--- config.mk ---
export PLATFORM = sky130hd
export DESIGN_NAME = traffic_intersection_controller
export DESIGN_NICKNAME = d
export VERILOG_FILES = /design/src/rtl/traffic_intersection_controller.sv
export SDC_FILE = /design/constraint.sdc
export NUM_CORES = 1
export LEC_CHECK = 0
export CAP_MARGIN = 20
export CORE_MARGIN = 5
export CORE_UTILIZATION = 55
export DETAILED_ROUTE_END_ITERATION = 7
export PLACE_DENSITY = 0.87
export SYNTH_ARGS = -nofsm -noshare
export SYNTH_HDL_FRONTEND = slang
export SYNTH_SLANG_ARGS = --single-unit
export TNS_END_PERCENT = 1
--- constraint.sdc ---
create_clock -name clk -period 6.39 [get_ports clk]
set_clock_uncertainty 0.15 [all_clocks]
set_input_delay 0.9585 -clock clk [delete_from_list [all_inputs] [get_ports clk]]
set_output_delay 0.9585 -clock clk [all_outputs]
set_load 0.05 [all_outputs]
--- src/rtl/traffic_intersection_controller.sv ---
// Multi-approach traffic intersection controller.
// Runs a round-robin GREEN -> YELLOW -> ALL-RED rotation timed in tick strobes,
// with emergency preemption and a flashing-amber maintenance mode.
module traffic_intersection_controller #(
    parameter int unsigned NUM_DIR      = 4,
    parameter int unsigned CNT_W        = 16,
    parameter int unsigned GREEN_TICKS  = 30,
    parameter int unsigned YELLOW_TICKS = 4,
    parameter int unsigned ALLRED_TICKS = 2
) (
    input  logic                       clk,
    input  logic                       reset,
    input  logic                       tick,
    input  logic                       flash_en,
    input  logic                       preempt_req,
    input  logic [$clog2(NUM_DIR)-1:0] preempt_dir,
    output logic [NUM_DIR-1:0]         red,
    output logic [NUM_DIR-1:0]         yellow,
    output logic [NUM_DIR-1:0]         green,
    output logic [$clog2(NUM_DIR)-1:0] active_dir,
    output logic [2:0]                 state_o
);

    localparam int unsigned DIR_W = $clog2(NUM_DIR);

    // Zero durations behave as one tick; store the terminal count of each phase.
    localparam logic [CNT_W-1:0] GREEN_LAST  = CNT_W'(((GREEN_TICKS  == 0) ? 1 : GREEN_TICKS)  - 1);
    localparam logic [CNT_W-1:0] YELLOW_LAST = CNT_W'(((YELLOW_TICKS == 0) ? 1 : YELLOW_TICKS) - 1);
    localparam logic [CNT_W-1:0] ALLRED_LAST = CNT_W'(((ALLRED_TICKS == 0) ? 1 : ALLRED_TICKS) - 1);

    localparam logic [DIR_W:0]   NUM_DIR_EXT = (DIR_W + 1)'(NUM_DIR);
    localparam logic [DIR_W-1:0] LAST_DIR    = DIR_W'(NUM_DIR - 1);

    typedef enum logic [2:0] {
        ST_ALLRED  = 3'd0,
        ST_GREEN   = 3'd1,
        ST_YELLOW  = 3'd2,
        ST_PREEMPT = 3'd3,
        ST_FLASH   = 3'd4
    } state_e;

    state_e             state_q,  state_d;
    logic [CNT_W-1:0]   cnt_q,    cnt_d;
    logic [DIR_W-1:0]   dir_q,    dir_d;
    logic               blink_q,  blink_d;
    logic [NUM_DIR-1:0] red_q,    red_d;
    logic [NUM_DIR-1:0] yellow_q, yellow_d;
    logic [NUM_DIR-1:0] green_q,  green_d;

    logic [CNT_W-1:0]   last_c;
    logic               expire_c;
    logic               preempt_valid_c;
    logic [DIR_W-1:0]   dir_next_c;
    logic [NUM_DIR-1:0] onehot_c;

    // State, counter, direction, blink and lamp registers.
    always_ff @(posedge clk or posedge reset) begin
        if (reset) begin
            state_q  <= ST_ALLRED;
            cnt_q    <= '0;
            dir_q    <= LAST_DIR;
            blink_q  <= 1'b0;
            red_q    <= '1;
            yellow_q <= '0;
            green_q  <= '0;
        end else begin
            state_q  <= state_d;
            cnt_q    <= cnt_d;
            dir_q    <= dir_d;
            blink_q  <= blink_d;
            red_q    <= red_d;
            yellow_q <= yellow_d;
            green_q  <= green_d;
        end
    end

    // Next-state, phase timer and lamp decode (lamps follow the next state).
    always_comb begin
        state_d  = state_q;
        cnt_d    = cnt_q;
        dir_d    = dir_q;
        blink_d  = blink_q;
        red_d    = '1;
        yellow_d = '0;
        green_d  = '0;

        unique case (state_q)
            ST_GREEN:  last_c = GREEN_LAST;
            ST_YELLOW: last_c = YELLOW_LAST;
            default:   last_c = ALLRED_LAST;
        endcase

        expire_c        = tick && (cnt_q == last_c);
        preempt_valid_c = preempt_req && ({1'b0, preempt_dir} < NUM_DIR_EXT);
        dir_next_c      = (dir_q == LAST_DIR) ? '0 : dir_q + DIR_W'(1);

        if (flash_en) begin
            if (state_q != ST_FLASH) begin
                state_d = ST_FLASH;
                cnt_d   = '0;
                blink_d = 1'b0;
            end else if (tick) begin
                blink_d = ~blink_q;
            end
        end else begin
            unique case (state_q)
                ST_FLASH: begin
                    state_d = ST_ALLRED;
                    cnt_d   = '0;
                    blink_d = 1'b0;
                end
                ST_ALLRED: begin
                    if (expire_c) begin
                        cnt_d = '0;
                        if (preempt_valid_c) begin
                            dir_d   = preempt_dir;
                            state_d = ST_PREEMPT;
                        end else begin
                            dir_d   = dir_next_c;
                            state_d = ST_GREEN;
                        end
                    end else if (tick) begin
                        cnt_d = cnt_q + CNT_W'(1);
                    end
                end
                ST_GREEN: begin
                    if (preempt_valid_c) begin
                        cnt_d   = '0;
                        state_d = (preempt_dir == dir_q) ? ST_PREEMPT : ST_YELLOW;
                    end else if (expire_c) begin
                        cnt_d   = '0;
                        state_d = ST_YELLOW;
                    end else if (tick) begin
                        cnt_d = cnt_q + CNT_W'(1);
                    end
                end
                ST_YELLOW: begin
                    if (expire_c) begin
                        cnt_d   = '0;
                        state_d = ST_ALLRED;
                    end else if (tick) begin
                        cnt_d = cnt_q + CNT_W'(1);
                    end
                end
                ST_PREEMPT: begin
                    // Direction is frozen here; only the request level matters.
                    if (!preempt_req) begin
                        cnt_d   = '0;
                        state_d = ST_YELLOW;
                    end
                end
                default: begin
                    state_d = ST_ALLRED;
                    cnt_d   = '0;
                end
            endcase
        end

        onehot_c = NUM_DIR'(1) << dir_d;
        unique case (state_d)
            ST_GREEN, ST_PREEMPT: begin
                green_d = onehot_c;
                red_d   = ~onehot_c;
            end
            ST_YELLOW: begin
                yellow_d = onehot_c;
                red_d    = ~onehot_c;
            end
            ST_FLASH: begin
                yellow_d = {NUM_DIR{blink_d}};
                red_d    = '0;
            end
            default: ;
        endcase
    end

    assign red        = red_q;
    assign yellow     = yellow_q;
    assign green      = green_q;
    assign active_dir = dir_q;
    assign state_o    = state_q;

endmodule

==> results.ini <==
[sta]
finalSetupViolations = 0
fin_crit_sh_pct = 51.44
rsz0062_at_grt = no
hold_violations = 0
finalSetupTns_ps = 0
hold_ws_ps = 385.4
finalCriticalPeriod_ps = 3287
final_max_slew_viol_count = 0
maxClockFrequency_mhz = 304.3
slew_headroom_pct = 54.90
worst_pin_slew_ps = 676.6

[die]
dieArea_sq_mm = 0.004856
io_pins = 24
dieHeight_um = 69.69
row_count = 21
initial_utilization_pct = 57.81
core_area_sq_mm = 0.003390
die_w_um = 69.69

[power_and_ir_drop]
p_leak_nw = 0.9592
vdd_drop_max_uv = 238.6
powerDensity_mw_per_mm2 = 250.1

[final_layout]
layout_common_cells = nor2_1 (33), dfrtp_1 (28), clkdlybuf4s50_1 (23), xor2_1 (14), nand2_1 (11)
finish.utilization_pct = 67.26
nets = 227
drive_gt1_share_pct = 15.53
antenna_cells = 0
syn2layout_area_growth_pct = 16.35
layout_commonest_cell = nor2_1
fin_cells = 265
final_area_sq_mm = 0.002280

[detailed_routing]
wl_um = 3922
wl_met2_um = 1838
wire_per_inst_um = 14.80
viasPerCell = 5.792
met1_length_um = 1768
ant_nets = 0
dr.pass1.iters = 4
route.met3.wl_um = 207
via_count = 1535
initialDrtViolationCount = 66
post-route-drc-count = 0
routed.top_layer = met4

[setup_path]
worst-path-max-fanout = 9
critPathKind = input pin to register
critPathBufInv = 1
slowest_stage = clkdlybuf4s50_1
cp_top_family = simple AND/OR/NAND/NOR gates
cp_slowest_stage_delay_ps = 650
required_ps = 6510
cp-start-kind = input pin
arrival_ps = 3410
path_cells = clkdlybuf4s50_1, nor4bb_1, o211ai_1, o311a_1, nor3_2, nor2b_4, mux2_4
critPathCaptureType = register

[clocking]
post_cts_buffers = 0
ctsHoldBuffers = 0
clk_latency_ps = 340
cts_buffer_depth = 2
post_cts_resized = 0
path_clk_slew_ps = 100
htree_levels = 2
cts.sinks = 34
cts_tree = yes
numCtsBuffers = 5
root_buffer = clkbuf_4

[run]
cap_violations = 0

[synth]
synth_top_family_by_area = simple AND/OR/NAND/NOR gates
synth_fa_ha_area_share_pct = 1.277
synth_ff_type = dfrtp_1
synthMuxAreaShare_pct = 5.556
synth-simple-area-share_pct = 26.37
synth_cell_type_count = 50
post_synth_xor_area_fraction_pct = 8.493
synth_compound_area_share_pct = 10.60
syn_nets = 205
synthesis.instances = 196
ys_seq_area_share_pct = 43.81
syn_avg_cell_area_sq_um = 9.997
async_flop_share_pct = 100.0
ys_warn_count = 0
netlist_area_sq_mm = 0.001959
ys_ff_latch = 34
synth_edf_count = 0

[global_route]
overflow = 0
grt_pass1_vias = 1477
track_usage_pct = 17.66
antenna_found_initial = 0
grt_max_degree = 35
grt_pass1_wl_um = 6906

[placed_design]
port_buffers = 23
gp_congestion = 0.8506
hpwlAfterDp_um = 2893
dpl_cell_area_sq_mm = 0.002201
dpl.cell_count = 257

[outcome]
status = completed

[hold_path]
worstHoldPathType = register to register

through the flow:
| stage | total power, mW | setup slack (ps) |
|---|---|---|
| 6_report | 0.5701 | 3103 |
| 5_1_grt | 0.6082 | 2915 |
| 4_1_cts | 0.5760 | 3118 |
| 3_5_place_dp | 0.4277 | 2742 |
| 3_3_place_gp | 0.4226 | 2787 |
| 2_1_floorplan | 0.3799 | 3494 |
worst paths after layout:
check | start | end | slack, ps | depth (start not counted)
worst max-delay path | tick | red[2]$_DFF_PP1_ | 3100 | 7
worst min-delay path | blink_q$_DFF_PP0_ | blink_q$_DFF_PP0_ | 390 | 1
worst max register to register | state_o[1]$_DFF_PP0_ | cnt_q[9]$_DFFE_PP0P_ | 3560 | 6
worst min register to register | blink_q$_DFF_PP0_ | blink_q$_DFF_PP0_ | 390 | 1
max in group asynchronous | reset | active_dir[1]$_DFF_PP1_ | 4910 | 3
min in group asynchronous | reset | blink_q$_DFF_PP0_ | 840 | 3
report_power, final:
| group | switching [mW] | total (mW) | internal [mW] | leakage, nW |
|---|---|---|---|---|
| logic | 0.105 | 0.167 | 0.0627 | 0.467 |
| registers | 0.0203 | 0.256 | 0.235 | 0.448 |
| clock network | 0.0717 | 0.147 | 0.0752 | 0.0446 |
cells by family (layout without fill, tap and decap cells):
group,after synthesis,after routing
multiplexers,8,8
buffers and inverters,15,38
XOR/XNOR,19,19
AO/OA/AOI/OAI,27,27
adder cells (fa/ha/maj),2,2
flip-flops,34,34
AND/OR/NAND/NOR,91,91
registers in the layout, summed over array words and instances, names as in the netlist:
signal / cells
yellow: 4
active_dir: 2
cnt_q: 16
blink_q: 1
state_o: 3
green: 4
red: 4
worst reg2reg max path: stages, from the launching register on:
cell and delay [ps]:
dfrtp_1 560, or3b_1 490, mux2_4 340, nor3_2 290, o22ai_1 130, a22oi_2 610
nor2_1 130
synth_stat cells (all sizes together) (2+ instances only):
library cell / number / area [sq um]
a21oi: 3 / 15.01
a31oi: 4 / 40.04
and2: 2 / 12.51
buf: 5 / 38.78
clkbuf: 4 / 15.01
dfrtp: 28 / 700.7
dfstp: 6 / 157.7
ha: 2 / 25.02
inv: 6 / 22.52
mux2: 8 / 108.9
nand2: 11 / 41.29
nand3: 5 / 25.02
nand4: 8 / 50.05
nor2: 33 / 123.9
nor3: 10 / 60.06
nor3b: 3 / 27.52
nor4: 2 / 33.78
nor4bb: 2 / 20.02
o2111ai: 2 / 17.52
o21ai: 8 / 40.04
o31ai: 3 / 27.52
or3: 4 / 25.02
xnor2: 5 / 43.79
xor2: 14 / 122.6
layer usage:
| metal | vias up | track usage [%] |
|---|---|---|
| li1 | 744 | - |
| met1 | 743 | 22.99 |
| met2 | 38 | 27.22 |
| met3 | 10 | 4.928 |
| met4 | 0 | 8.085 |
| met5 | - | 0 |
final cells by class:
cell class                      count  area (sq um)
Sequential cell                    34         858.3
Timing Repair Buffer               24         237.7
Fill cell                         254          1110
Multi-Input combinational cell    147          1025
Clock buffer                        8         78.83
Inverter                            6         22.52
Tap cell                           46         57.56
(Power assumes the default switching activity.)
